--- config.mk ---
export PLATFORM = sky130hd
export DESIGN_NAME = ysyx_23060061_exec_ctrl
export DESIGN_NICKNAME = d
export VERILOG_FILES = /design/src/rtl/ysyx_23060061_exec_ctrl_pkg.sv /design/src/rtl/ysyx_23060061_exec_ctrl_counter.sv /design/src/rtl/ysyx_23060061_exec_ctrl.sv
export SDC_FILE = /design/constraint.sdc
export NUM_CORES = 1
export LEC_CHECK = 0
export ABC_AREA = 1
export BUFFER_PORTS_ARGS = -buffer_cell sky130_fd_sc_hd__buf_4
export CAP_MARGIN = 20
export CORE_ASPECT_RATIO = 0.8
export CORE_MARGIN = 10
export CORE_UTILIZATION = 45
export CTS_CLUSTER_SIZE = 12
export DETAILED_ROUTE_END_ITERATION = 10
export PLACE_DENSITY = 0.67
export SLEW_MARGIN = 20
export SYNTH_ARGS = -nofsm -noshare
export SYNTH_HDL_FRONTEND = slang
export SYNTH_SLANG_ARGS = --single-unit
--- constraint.sdc ---
create_clock -name clk -period 1.4 [get_ports clk]
set_input_delay 0.07 -clock clk [delete_from_list [all_inputs] [get_ports clk]]
set_output_delay 0.07 -clock clk [all_outputs]
set_load 0.02 [all_outputs]
--- src/rtl/ysyx_23060061_exec_ctrl_pkg.sv ---
`default_nettype none
// +----------------------------------------------------------------------+
// | ysyx_23060061_exec_ctrl_pkg                                          |
// | State and MemRW encodings shared by the execution sequencer.         |
// | Revision: 1.0                                                        |
// +----------------------------------------------------------------------+
package ysyx_23060061_exec_ctrl_pkg;

  typedef enum logic [2:0] {
    ST_FETCH = 3'd0,
    ST_IWAIT = 3'd1,
    ST_EXEC  = 3'd2,
    ST_MREQ  = 3'd3,
    ST_MWAIT = 3'd4,
    ST_WB    = 3'd5,
    ST_HALT  = 3'd6
  } state_e;

  localparam logic [1:0] MEM_IDLE  = 2'b00;
  localparam logic [1:0] MEM_READ  = 2'b10;
  localparam logic [1:0] MEM_WRITE = 2'b01;

  // 2'b11 is illegal and deliberately falls into the non-memory path.
  function automatic logic is_mem_op(input logic [1:0] memrw);
    return (memrw == MEM_READ) || (memrw == MEM_WRITE);
  endfunction

endpackage
`default_nettype wire

--- src/rtl/ysyx_23060061_exec_ctrl_counter.sv ---
`default_nettype none
// +----------------------------------------------------------------------+
// | ysyx_23060061_Counter                                                |
// | Enabled up-counter with synchronous reset, wraps modulo 2^WIDTH.     |
// | Revision: 1.0                                                        |
// +----------------------------------------------------------------------+
module ysyx_23060061_Counter #(
  parameter int WIDTH = 64
) (
  input  logic             clk,
  input  logic             rst,
  input  logic             en_i,
  output logic [WIDTH-1:0] count_o
);

  logic [WIDTH-1:0] count_q;
  logic [WIDTH-1:0] count_d;

  always_comb begin
    count_d = count_q;
    if (en_i) count_d = count_q + {{(WIDTH-1){1'b0}}, 1'b1};
  end

  always_ff @(posedge clk) begin
    if (rst) count_q <= '0;
    else     count_q <= count_d;
  end

  assign count_o = count_q;

endmodule
`default_nettype wire

--- src/rtl/ysyx_23060061_exec_ctrl.sv ---
`default_nettype none
// +----------------------------------------------------------------------+
// | ysyx_23060061_exec_ctrl                                              |
// | Multi-cycle fetch/exec/mem/writeback sequencer with retire counter.  |
// | Revision: 1.0                                                        |
// +----------------------------------------------------------------------+
module ysyx_23060061_exec_ctrl
  import ysyx_23060061_exec_ctrl_pkg::*;
#(
  parameter logic [31:0] RESET_PC = 32'h8000_0000,
  parameter int          CNT_W    = 64
) (
  input  logic             clk,
  input  logic             rst,
  output logic             ifu_req_valid,
  input  logic             ifu_req_ready,
  input  logic             ifu_resp_valid,
  output logic             inst_we,
  input  logic             dec_RegWrite,
  input  logic [1:0]       dec_MemRW,
  input  logic             dec_ebreak,
  input  logic             dec_PCSel,
  output logic             lsu_req_valid,
  output logic             lsu_req_wen,
  input  logic             lsu_req_ready,
  input  logic             lsu_resp_valid,
  output logic             pc_we,
  output logic             pc_sel,
  output logic             rf_we,
  output logic             halt,
  output logic [CNT_W-1:0] instret,
  output logic [2:0]       state_dbg
);

  // The PC register itself lives in the datapath; only alignment is checked here.
  if (RESET_PC[1:0] != 2'b00) begin : g_bad_reset_pc
    $error("RESET_PC must be word aligned");
  end

  state_e     state_q, state_d;
  logic       regwrite_q;
  logic [1:0] memrw_q;
  logic       pc_sel_q;
  logic       retire;

  always_comb begin
    state_d = state_q;
    case (state_q)
      ST_FETCH: if (ifu_req_ready)  state_d = ST_IWAIT;
      ST_IWAIT: if (ifu_resp_valid) state_d = ST_EXEC;
      ST_EXEC: begin
        if (dec_ebreak)                state_d = ST_HALT;
        else if (is_mem_op(dec_MemRW)) state_d = ST_MREQ;
        else                           state_d = ST_WB;
      end
      ST_MREQ:  if (lsu_req_ready)  state_d = ST_MWAIT;
      ST_MWAIT: if (lsu_resp_valid) state_d = ST_WB;
      ST_WB:    state_d = ST_FETCH;
      ST_HALT:  state_d = ST_HALT;
      default:  state_d = ST_FETCH;
    endcase
  end

  always_ff @(posedge clk) begin
    if (rst) begin
      state_q    <= ST_FETCH;
      regwrite_q <= 1'b0;
      memrw_q    <= MEM_IDLE;
      pc_sel_q   <= 1'b0;
    end else begin
      state_q <= state_d;
      if (state_q == ST_EXEC) begin
        regwrite_q <= dec_RegWrite;
        memrw_q    <= dec_MemRW;
        pc_sel_q   <= dec_PCSel;
      end
    end
  end

  // ebreak retires on the EXEC->HALT transition, so HALT already shows it counted.
  assign retire = (state_q == ST_WB) || ((state_q == ST_EXEC) && dec_ebreak);

  ysyx_23060061_Counter #(
    .WIDTH (CNT_W)
  ) u_instret (
    .clk     (clk),
    .rst     (rst),
    .en_i    (retire),
    .count_o (instret)
  );

  assign ifu_req_valid = (state_q == ST_FETCH);
  assign inst_we       = (state_q == ST_EXEC);
  assign lsu_req_valid = (state_q == ST_MREQ);
  assign lsu_req_wen   = (state_q == ST_MREQ) && (memrw_q == MEM_WRITE);
  assign pc_we         = (state_q == ST_WB);
  assign rf_we         = (state_q == ST_WB) && regwrite_q;
  assign pc_sel        = pc_sel_q;
  assign halt          = (state_q == ST_HALT);
  assign state_dbg     = state_q;

endmodule
`default_nettype wire

* Word level (Yosys, flattened, before mapping)
Index checks and enable logic that the tools add are counted.
** Cells by class
- Mux-type cells :: 7
- Equality and inequality tests :: 13
- Add/subtract/negate cells :: 1
- Reduce and logical (&&, ||, !) cells :: 7
** Operator list (count)
- adder 64 x 1 -> 64 bit (second input constant) :: 1
- 2-to-1 mux 3 bit :: 6
- one-hot mux 3 bit (6 select lines) :: 1
- equality test 3 bit (second input constant) :: 3
- equality test 3 x 2 -> 1 bit (second input constant) :: 2
- equality test 2 x 1 -> 1 bit (second input constant) :: 2
- inequality test 2 x 1 -> 1 bit (second input constant) :: 2
- inequality test 2 bit (second input constant) :: 2
- AND reduction 4 bit :: 1
- equality test 3 x 1 -> 1 bit (second input constant) :: 1
- logical AND 1 bit :: 3
- logical NOT 3 bit :: 1
- equality test 2 bit (second input constant) :: 1
- logical OR 1 bit :: 2
** Word-level totals
- Word-level logic and storage cells :: 33
- Input bits :: 11
- Register bits after elaboration :: 71

* Longest topological paths before layout
Gate-level depths: netlist (run 1).
- Depth after elaboration :: 5
- Mapped depth :: 10
- Depth with buffers taken out :: 10

* Hierarchy
A second synthesis (run 1) with hierarchy kept.
** Unflattened totals
- Cell total of the unflattened synthesis :: 690
- Area, all modules :: 4267.8 um^2
** By module, submodules not included
- ysyx_23060061_Counter :: cells each 618, area each 3836.2 um^2, seq. area each 1281.2 um^2, instances 1
- ysyx_23060061_exec_ctrl :: cells each 72, area each 431.7 um^2, seq. area each 140.1 um^2, instances 1

* Least setup slack after synthesis (run 1)
Ideal clock, no wire load.
- Kind :: register -> register
- Start :: register state_q[0], in the netlist state_dbg[0]
- End :: register u_instret.count_q[59], in the netlist u_instret.count_o[59]
- Buffers on the path :: 1
- Data required time :: 1.285 ns
- Period minus slack after synthesis :: 1.824 ns
- Arrival :: 1.709 ns
- Cell stages (with the launch flop) :: 11
- Setup slack :: -0.424 ns
- Library setup time :: 0.115 ns
- Cells stage by stage :: dfxtp_1 -> nand2_1 -> nor2_1 -> inv_2 -> nand2_4 -> buf_6 -> nand2_2 -> nor2_4 -> nand3_1 -> nand2_1 -> nor2_1
** RTL lines
- start, declared :: RTL line ysyx_23060061_exec_ctrl.sv:40 : state_e state_q, state_d;
- start signal, assigned :: RTL line ysyx_23060061_exec_ctrl.sv:71 : state_q <= state_d;
- equality test 3 bit
- via pc_we :: RTL line ysyx_23060061_exec_ctrl.sv:27 : output logic pc_we,
- logical OR 1 bit :: RTL line ysyx_23060061_exec_ctrl.sv:81 : assign retire = (state_q == ST_WB) || ((state_q == ST_EXEC) && dec_ebreak);
- end signal, assigned :: RTL line ysyx_23060061_exec_ctrl_counter.sv:26 : else count_q <= count_d;
- end, declared :: RTL line ysyx_23060061_exec_ctrl_counter.sv:16 : logic [WIDTH-1:0] count_q;
The timed path passes the listed nets, and every way through them passes these cells.
A chain may end at the register's enable or synchronous reset.

* Final worst setup path (run 1)
- Start :: register state_q[1], in the netlist state_dbg[1]
- End :: register u_instret.count_q[12], in the netlist u_instret.count_o[12]
** Between the ends
- Longest elaborated chain between the ends :: 3
** Ends and longest elaborated chain (RTL line)
- equality test 3 x 2 -> 1 bit :: ysyx_23060061_exec_ctrl.sv:81
- logical AND 1 bit :: ysyx_23060061_exec_ctrl.sv:81
- logical OR 1 bit (*) :: ysyx_23060061_exec_ctrl.sv:81
Every way passes the cells marked *; elsewhere a longest branch is shown, timed or not.

==> flow_summary.ini, run 1 <==
[clocking]
numCtsBuffers = 9
clock_sinks = 71
tritoncts = done
clk_pin_slew_ps = 60
clkLatencyLatePin_ps = 350
root_buffer = clkbuf_16
clock_path_buffers = 2
htree_levels = 3

[timing]
fin_crit_sh_pct = 115
finalSetupViolations = 65
fin_crit_ps = 1620
tightest_slew_ps = 350
relSlewSlack_pct = 76.5
setup_ws_ps = -216
skew_ps = 6.24
setup_tns_ps = -7610
final_hold_viol_count = 0
rsz0062_at_grt = yes
fmax_mhz = 619
hold_slack_ps = 38.3
maxSlewViolCount = 0

[pwr]
power_density_mw_per_mm2 = 820
p_total_uw = 6110
peakVddDrop_uv = 1300
p_leak_uw = 0.00316

[placed_design]
routabilityCongestion = 0.970
dp_hpwl_um = 12100
io_buffers = 85
place_inst = 1007

[drt]
drtPass1Iterations = 5
drtIter0Drc = 675
vias = 5802
viasPerCell = 5.49
wirelength_um = 19400
drc_errors = 0
postRouteAntennaNets = 0
wl_per_cell_um = 18.4

[worst_setup_path]
endpoint_kind = flop
path_class = flop to flop
start_kind = flop
slowest_delay_ps = 380
r2r-end = u_instret.count_o[12]$_SDFFE_PP0P_
r2r.worst_path.cells = 8
path_cells = inv_4, nor2_4, nand3_4, nand2_8, inv_6, nor2_2, o21ai_0, a21oi_1
critPathArrivalTime_ps = 1880
critPathTopFamily = simple AND/OR/NAND/NOR gates
crit_path_max_fanout = 6
crit_buf_inv = 2
required_ps = 1670
r2r_start = state_dbg[1]$_SDFFE_PP0P_
reg2reg_slack_ps = -220
crit_slowest_cell = dfxtp_4

[global_routing]
antenna_found_initial = 0
grt_start_max_net_pins = 53
grt_overflow_total = 0
grt_pass1_wl_um = 26900
grt.total_usage_pct = 24.5
grt_pass1_vias = 5315

[yosys]
netlist_instances = 668
synth_warnings = 0
synth_top_cell_area_share_pct = 34.9
ys_types = 29
synthesis.nets = 680
synth_edf_count = 0
synth_top_area_cell = dfxtp_1
synth_area_leaders = dfxtp_1 35%, nand2_1 18%, nor2_1 15%, nand3_1 5.2%, a21oi_1 4.8%
ys_async_sr_fraction_pct = 0
synth_ff_type = dfxtp_1
synth-seq-cells = 71
synth_area_mm2 = 0.00407
synth.avg_cell_area_um2 = 6.10
synth_seq_area_share_pct = 34.9

[die]
core-area_mm2 = 0.00863
core.rowCount = 30
initial_utilization_pct = 47.2
io_pins = 86
fp.dieH_um = 105
die_area_mm2 = 0.0133
die_x_um = 126

[layout]
drive_above_1_share_pct = 54.2
antennaDiodeCount = 0
post_layout_nonfiller_instances = 1057
fillCellCount = 500
syn_to_final_growth_pct = 83.0
fin_nets = 952

[min_path]
min_to = regwrite_q$_SDFFE_PP0N_
hp-class = primary input to flop
min_from = dec_RegWrite
worstHoldPathCells = 3

[run_status]
failed_checks = negative setup slack
outcome = finished with violations

[job]
maxCapViolations = 0
through the flow:
step                      util [%]  area (µm²)  setup WS, ps
after floorplan                  -        4270         -43.8
after global placement        71.1        6140          -209
after detailed placement      71.1        6140          -259
after CTS                     80.9        6990         -86.2
after global routing          86.3        7450          -274
final                         86.3        7450          -216
cell families (layout without fill, tap and decap cells):
kind of cell / count (synthesis) / in the layout / share of synthesized area [%]
buffers and inverters: 65 / 340 / 6.45
AOI/OAI and AO/OA: 66 / 66 / 8.51
adders and majority gates: 1 / 1 / 0.307
DFF: 71 / 71 / 34.9
xor gates and xnor gates: 9 / 9 / 1.94
and+or+nand+nor: 456 / 458 / 47.9
metal layers:
| layer | global-route usage [%] | vias to the layer above | part of all wire, % |
|---|---|---|---|
| li1 | - | 2689 | - |
| met1 | 31.5 | 2688 | 40 |
| met2 | 38.7 | 340 | 47 |
| met3 | 7.47 | 85 | 10 |
| met4 | 6.33 | 0 | 3.7 |
| met5 | 0 | - | 0 |
worst register-to-register path, delay by kind of cell, from the launching register on:
family | cells | cell delay, ps
compound gates | 2 | 280
buf+inv | 2 | 110
flops | 1 | 380
simple gates | 4 | 770
worst max path at each step:
stage | endpoint | depth (start not counted) | start | slack (ps)
final | u_instret.count_o[12]$_SDFFE_PP0P_ | 8 | state_dbg[1]$_SDFFE_PP0P_ | -220
after global routing | u_instret.count_o[24]$_SDFFE_PP0P_ | 9 | state_dbg[1]$_SDFFE_PP0P_ | -270
after CTS | u_instret.count_o[62]$_SDFFE_PP0P_ | 10 | u_instret.count_o[0]$_SDFFE_PP0P_ | -90
after detailed placement | u_instret.count_o[57]$_SDFFE_PP0P_ | 9 | u_instret.count_o[6]$_SDFFE_PP0P_ | -260
after global placement | u_instret.count_o[57]$_SDFFE_PP0P_ | 9 | u_instret.count_o[6]$_SDFFE_PP0P_ | -210
after floorplan | u_instret.count_o[58]$_SDFFE_PP0P_ | 10 | u_instret.count_o[1]$_SDFFE_PP0P_ | -40
flip-flops by register name, indices dropped and copies added (netlist names):
register           count
u_instret.count_o     64
memrw_q                2
regwrite_q             1
state_dbg              3
pc_sel                 1
cell usage after synthesis, drive strengths merged (4+ instances only):
library cell,instances
a21oi,39
buf,5
clkbuf,5
dfxtp,71
inv,54
nand2,198
nand3,48
nand4,8
nor2,181
nor3,13
nor3b,4
o21ai,20
xor2,6
cell type report:
class                      count  area (µm²)  area share [%]
multi-input combinational    534        3160            42.4
clock buffer                   9         225            3.02
tap                          112         140            1.88
sequential                    71        1520            20.3
clock inverter                 7        47.5           0.638
inverter                      55         216            2.90
timing repair buffer         269        2140            28.8
what timing repair did:
action	CTS	global route
endpoints found under the hold margin	2	0
buffers inserted	20	12
cloned	2	0
pin swaps	41	48
hold buffers	2	0
endpoints found under the setup margin	63	66
gates resized for setup	107	114
layout by cell type, fill, tap and decap left out, drive strengths merged:
cell         synthesis  final
a21oi               39     39
a31oi                3      3
and2                 2      2
buf                  5    267
clkbuf               5      9
clkinv               1      5
clkinvlp             0      2
dfxtp               71     71
dlygate4sd3          0      2
ha                   1      1
inv                 54     55
nand2              198    199
nand3               48     48
nand3b               2      2
nand4                8      8
nor2               181    182
nor3                13     13
nor3b                4      4
o211a                1      1
o21ai               20     20
o21bai               3      3
xnor2                3      3
xor2                 6      6
report_power, final:
part,leakage (µW),total [µW],internal [µW],switching [µW]
Sequential,0.000601,2240,2120,117
Clock,0.000132,2180,1200,982
Combinational,0.00243,1690,738,954
No activity file was read; power rests on OpenSTA's default activity.
==> run 2, diff against run 1 <==
--- a/config.mk
+++ b/config.mk
@@ -5,7 +5,7 @@
 export SDC_FILE = /design/constraint.sdc
 export NUM_CORES = 1
 export LEC_CHECK = 0
-export ABC_AREA = 1
+export ABC_AREA = 0
 export BUFFER_PORTS_ARGS = -buffer_cell sky130_fd_sc_hd__buf_4
 export CAP_MARGIN = 20
 export CORE_ASPECT_RATIO = 0.8
@@ -13,7 +13,7 @@
 export CORE_UTILIZATION = 45
 export CTS_CLUSTER_SIZE = 12
 export DETAILED_ROUTE_END_ITERATION = 10
-export PLACE_DENSITY = 0.67
+export PLACE_DENSITY = 0.69
 export SLEW_MARGIN = 20
 export SYNTH_ARGS = -nofsm -noshare
 export SYNTH_HDL_FRONTEND = slang
==> run 2 against run 1 <==
  * The flow still finishes with violations (negative setup slack)
  * Maximum frequency shrank 30%
  * Via count decreased by 14%
  * Final cell count is 26% lower
  * Area after synthesis fell by 13%
  * Global-route usage fell by 0.091 points
  * First-iteration DRC count down 11%
  * Sequential cell count unchanged
  * Highest routed layer unchanged
==> flow_summary.ini, run 2 <==
[run_status]
outcome = finished with violations
failed_checks = negative setup slack

[drt]
vias = 5016
wl_per_cell_um = 23.9
drtPass1Iterations = 5
viasPerCell = 6.41
drc_errors = 0
wirelength_um = 18700
drtIter0Drc = 600
postRouteAntennaNets = 0

[worst_setup_path]
slowest_delay_ps = 490
start_kind = flop
path_common_cell = nand4_1
required_ps = 1710
endpoint_kind = flop
crit_slowest_cell = or4_4
critPathArrivalTime_ps = 2630
path_cells = nand4_1, nor4_4, nand4_1, buf_4, or4_4, a21oi_2
reg2reg_slack_ps = -920
crit_path_max_fanout = 4
path_class = flop to flop

[yosys]
synth_warnings = 0
synth-seq-cells = 71
synth_top_area_cell = dfxtp_1
synth_area_leaders = dfxtp_1 40%, nor2_1 5.1%, a21oi_1 5.0%, nand4_1 4.2%, xnor2_1 3.7%
synthesis.nets = 440
synth_seq_area_share_pct = 40.2
synth_ff_type = dfxtp_1
ys_types = 48
netlist_instances = 428
synth_edf_count = 0
ys_async_sr_fraction_pct = 0
ys_top_cells_by_count = 71 x dfxtp_1, 48 x nor2_1, 35 x a21oi_1
synth.avg_cell_area_um2 = 8.26
synth.most_common_cell = dfxtp_1
synth_top_cell_area_share_pct = 40.2
synth_area_mm2 = 0.00354

[timing]
skew_ps = 10.7
final_hold_viol_count = 0
maxSlewViolCount = 0
finalSetupViolations = 75
relSlewSlack_pct = 60.9
tightest_slew_ps = 586
setup_ws_ps = -924
fin_crit_sh_pct = 166
fmax_mhz = 430
rsz0062_at_grt = yes
fin_crit_ps = 2320
setup_tns_ps = -36570

[min_path]
hp-class = primary input to flop

[layout]
largest_register_ffs = 64
mostFrequentLayoutCells = 197 x buf_4, 45 x buf_6, 43 x nor2_1, 33 x dfxtp_2, 24 x nand4_1
final_util_pct = 89.8
antennaDiodeCount = 0
post_layout_nonfiller_instances = 783
syn_to_final_growth_pct = 91.2
final_common_cell = buf_4
design_area_mm2 = 0.00676
drive_above_1_share_pct = 63.6
fin_nets = 685

[global_routing]
grt_use_met3_pct = 7.80
grt_pass1_vias = 4500
grt.busiest_layer = met2
use_met1_pct = 28.6
grt_overflow_total = 0
grt_start_max_net_pins = 31
antenna_found_initial = 0
grt.total_usage_pct = 24.4
use_met2_pct = 40.7
grt_pass1_wl_um = 23700

[placed_design]
routabilityCongestion = 0.907
place_area_mm2 = 0.00544
dp_hpwl_um = 9440
place_ws_ps = -754
io_buffers = 85
place_inst = 723

[pwr]
power.internal_uw = 3320
power_density_mw_per_mm2 = 662
pwr-share-clk_pct = 43.9
p_switching_uw = 1160
share_comb_of_total_power_pct = 10.9
share_seq_of_total_power_pct = 45.2
p_leak_uw = 0.00283
swShare_pct = 25.9
peakVddDrop_uv = 419

[die]
io_pins = 86
die_area_mm2 = 0.0118
fp.dieH_um = 99.3
die_x_um = 119
initial_utilization_pct = 47.0
core.rowCount = 28
core-area_mm2 = 0.00753

[clocking]
clock_path_buffers = 2
clk_pin_slew_ps = 90
tritoncts = done
root_buffer = clkbuf_8
clock_sinks = 71
clkLatencyLatePin_ps = 370
numCtsBuffers = 9
htree_levels = 3

[job]
maxCapViolations = 0
## run 2: area by class of cell
class | count | area (µm²)
clock buffers | 12 | 188
clock inverters | 4 | 46.3
fillers | 311 | 768
inverters | 13 | 48.8
multi-input cells | 328 | 2710
flip-flops and latches | 71 | 1540
well taps | 105 | 131
repair buffers | 250 | 2110
## run 2: worst max-delay path: cells and delay by family (launching register included)
family          cells  cell delay [ps]
simple gates        4             1490
flops               1              370
compound gates      1              140
buf+inv             1              260
## run 2: through the flow
stage                     hold WS (ps)  power [µW]
final                             28.0        4480
after global routing              26.8        4570
after CTS                         9.18        4320
after detailed placement           318        2370
after global placement             312        2360
after floorplan                    217        2240
## run 2: path summary, 6_finish.rpt
| kind | startpoint | to | depth (start not counted) |
|---|---|---|---|
| max | u_instret.count_o[16]$_SDFFE_PP0P_ | u_instret.count_o[60]$_SDFFE_PP0P_ | 6 |
| min | lsu_req_ready | state_dbg[2]$_SDFFE_PP0P_ | 3 |
| max reg2reg | u_instret.count_o[16]$_SDFFE_PP0P_ | u_instret.count_o[60]$_SDFFE_PP0P_ | 6 |
| min reg2reg | regwrite_q$_SDFFE_PP0N_ | regwrite_q$_SDFFE_PP0N_ | 2 |
## run 2: routing by layer
layer	wire, µm	up-vias
met5	0	-
met4	1010	0
met3	2060	124
met2	8690	418
met1	6950	2399
li1	-	2075
## run 2: cell families (layout without fill, tap and decap cells)
kind of cell / after synthesis / after routing / synth area share [%]
fa+ha+maj: 1 / 1 / 0.354
compound gates: 84 / 84 / 14.4
mux: 7 / 7 / 2.02
flops: 71 / 71 / 40.2
simple gates: 206 / 207 / 32.7
xor+xnor: 29 / 29 / 7.18
buf+inv: 30 / 279 / 3.18
## run 2: power by group through the flow
stage | sequential (µW) | combinational (µW) | clock, µW
after detailed placement | 2070 | 307 | 0
after global routing | 2020 | 506 | 2040
final | 2020 | 489 | 1970
after CTS | 2020 | 394 | 1910
after floorplan | 2080 | 160 | 0
after global placement | 2060 | 300 | 0
## run 2: timing repair
action                                  CTS  global route
gates cloned                              3             2
endpoints found under the setup margin   65            76
hold buffers                              4             0
buffers inserted                         19            26
hold endpoints to repair                  4             0
gates resized for setup                  87            90
pin swaps                                37            44
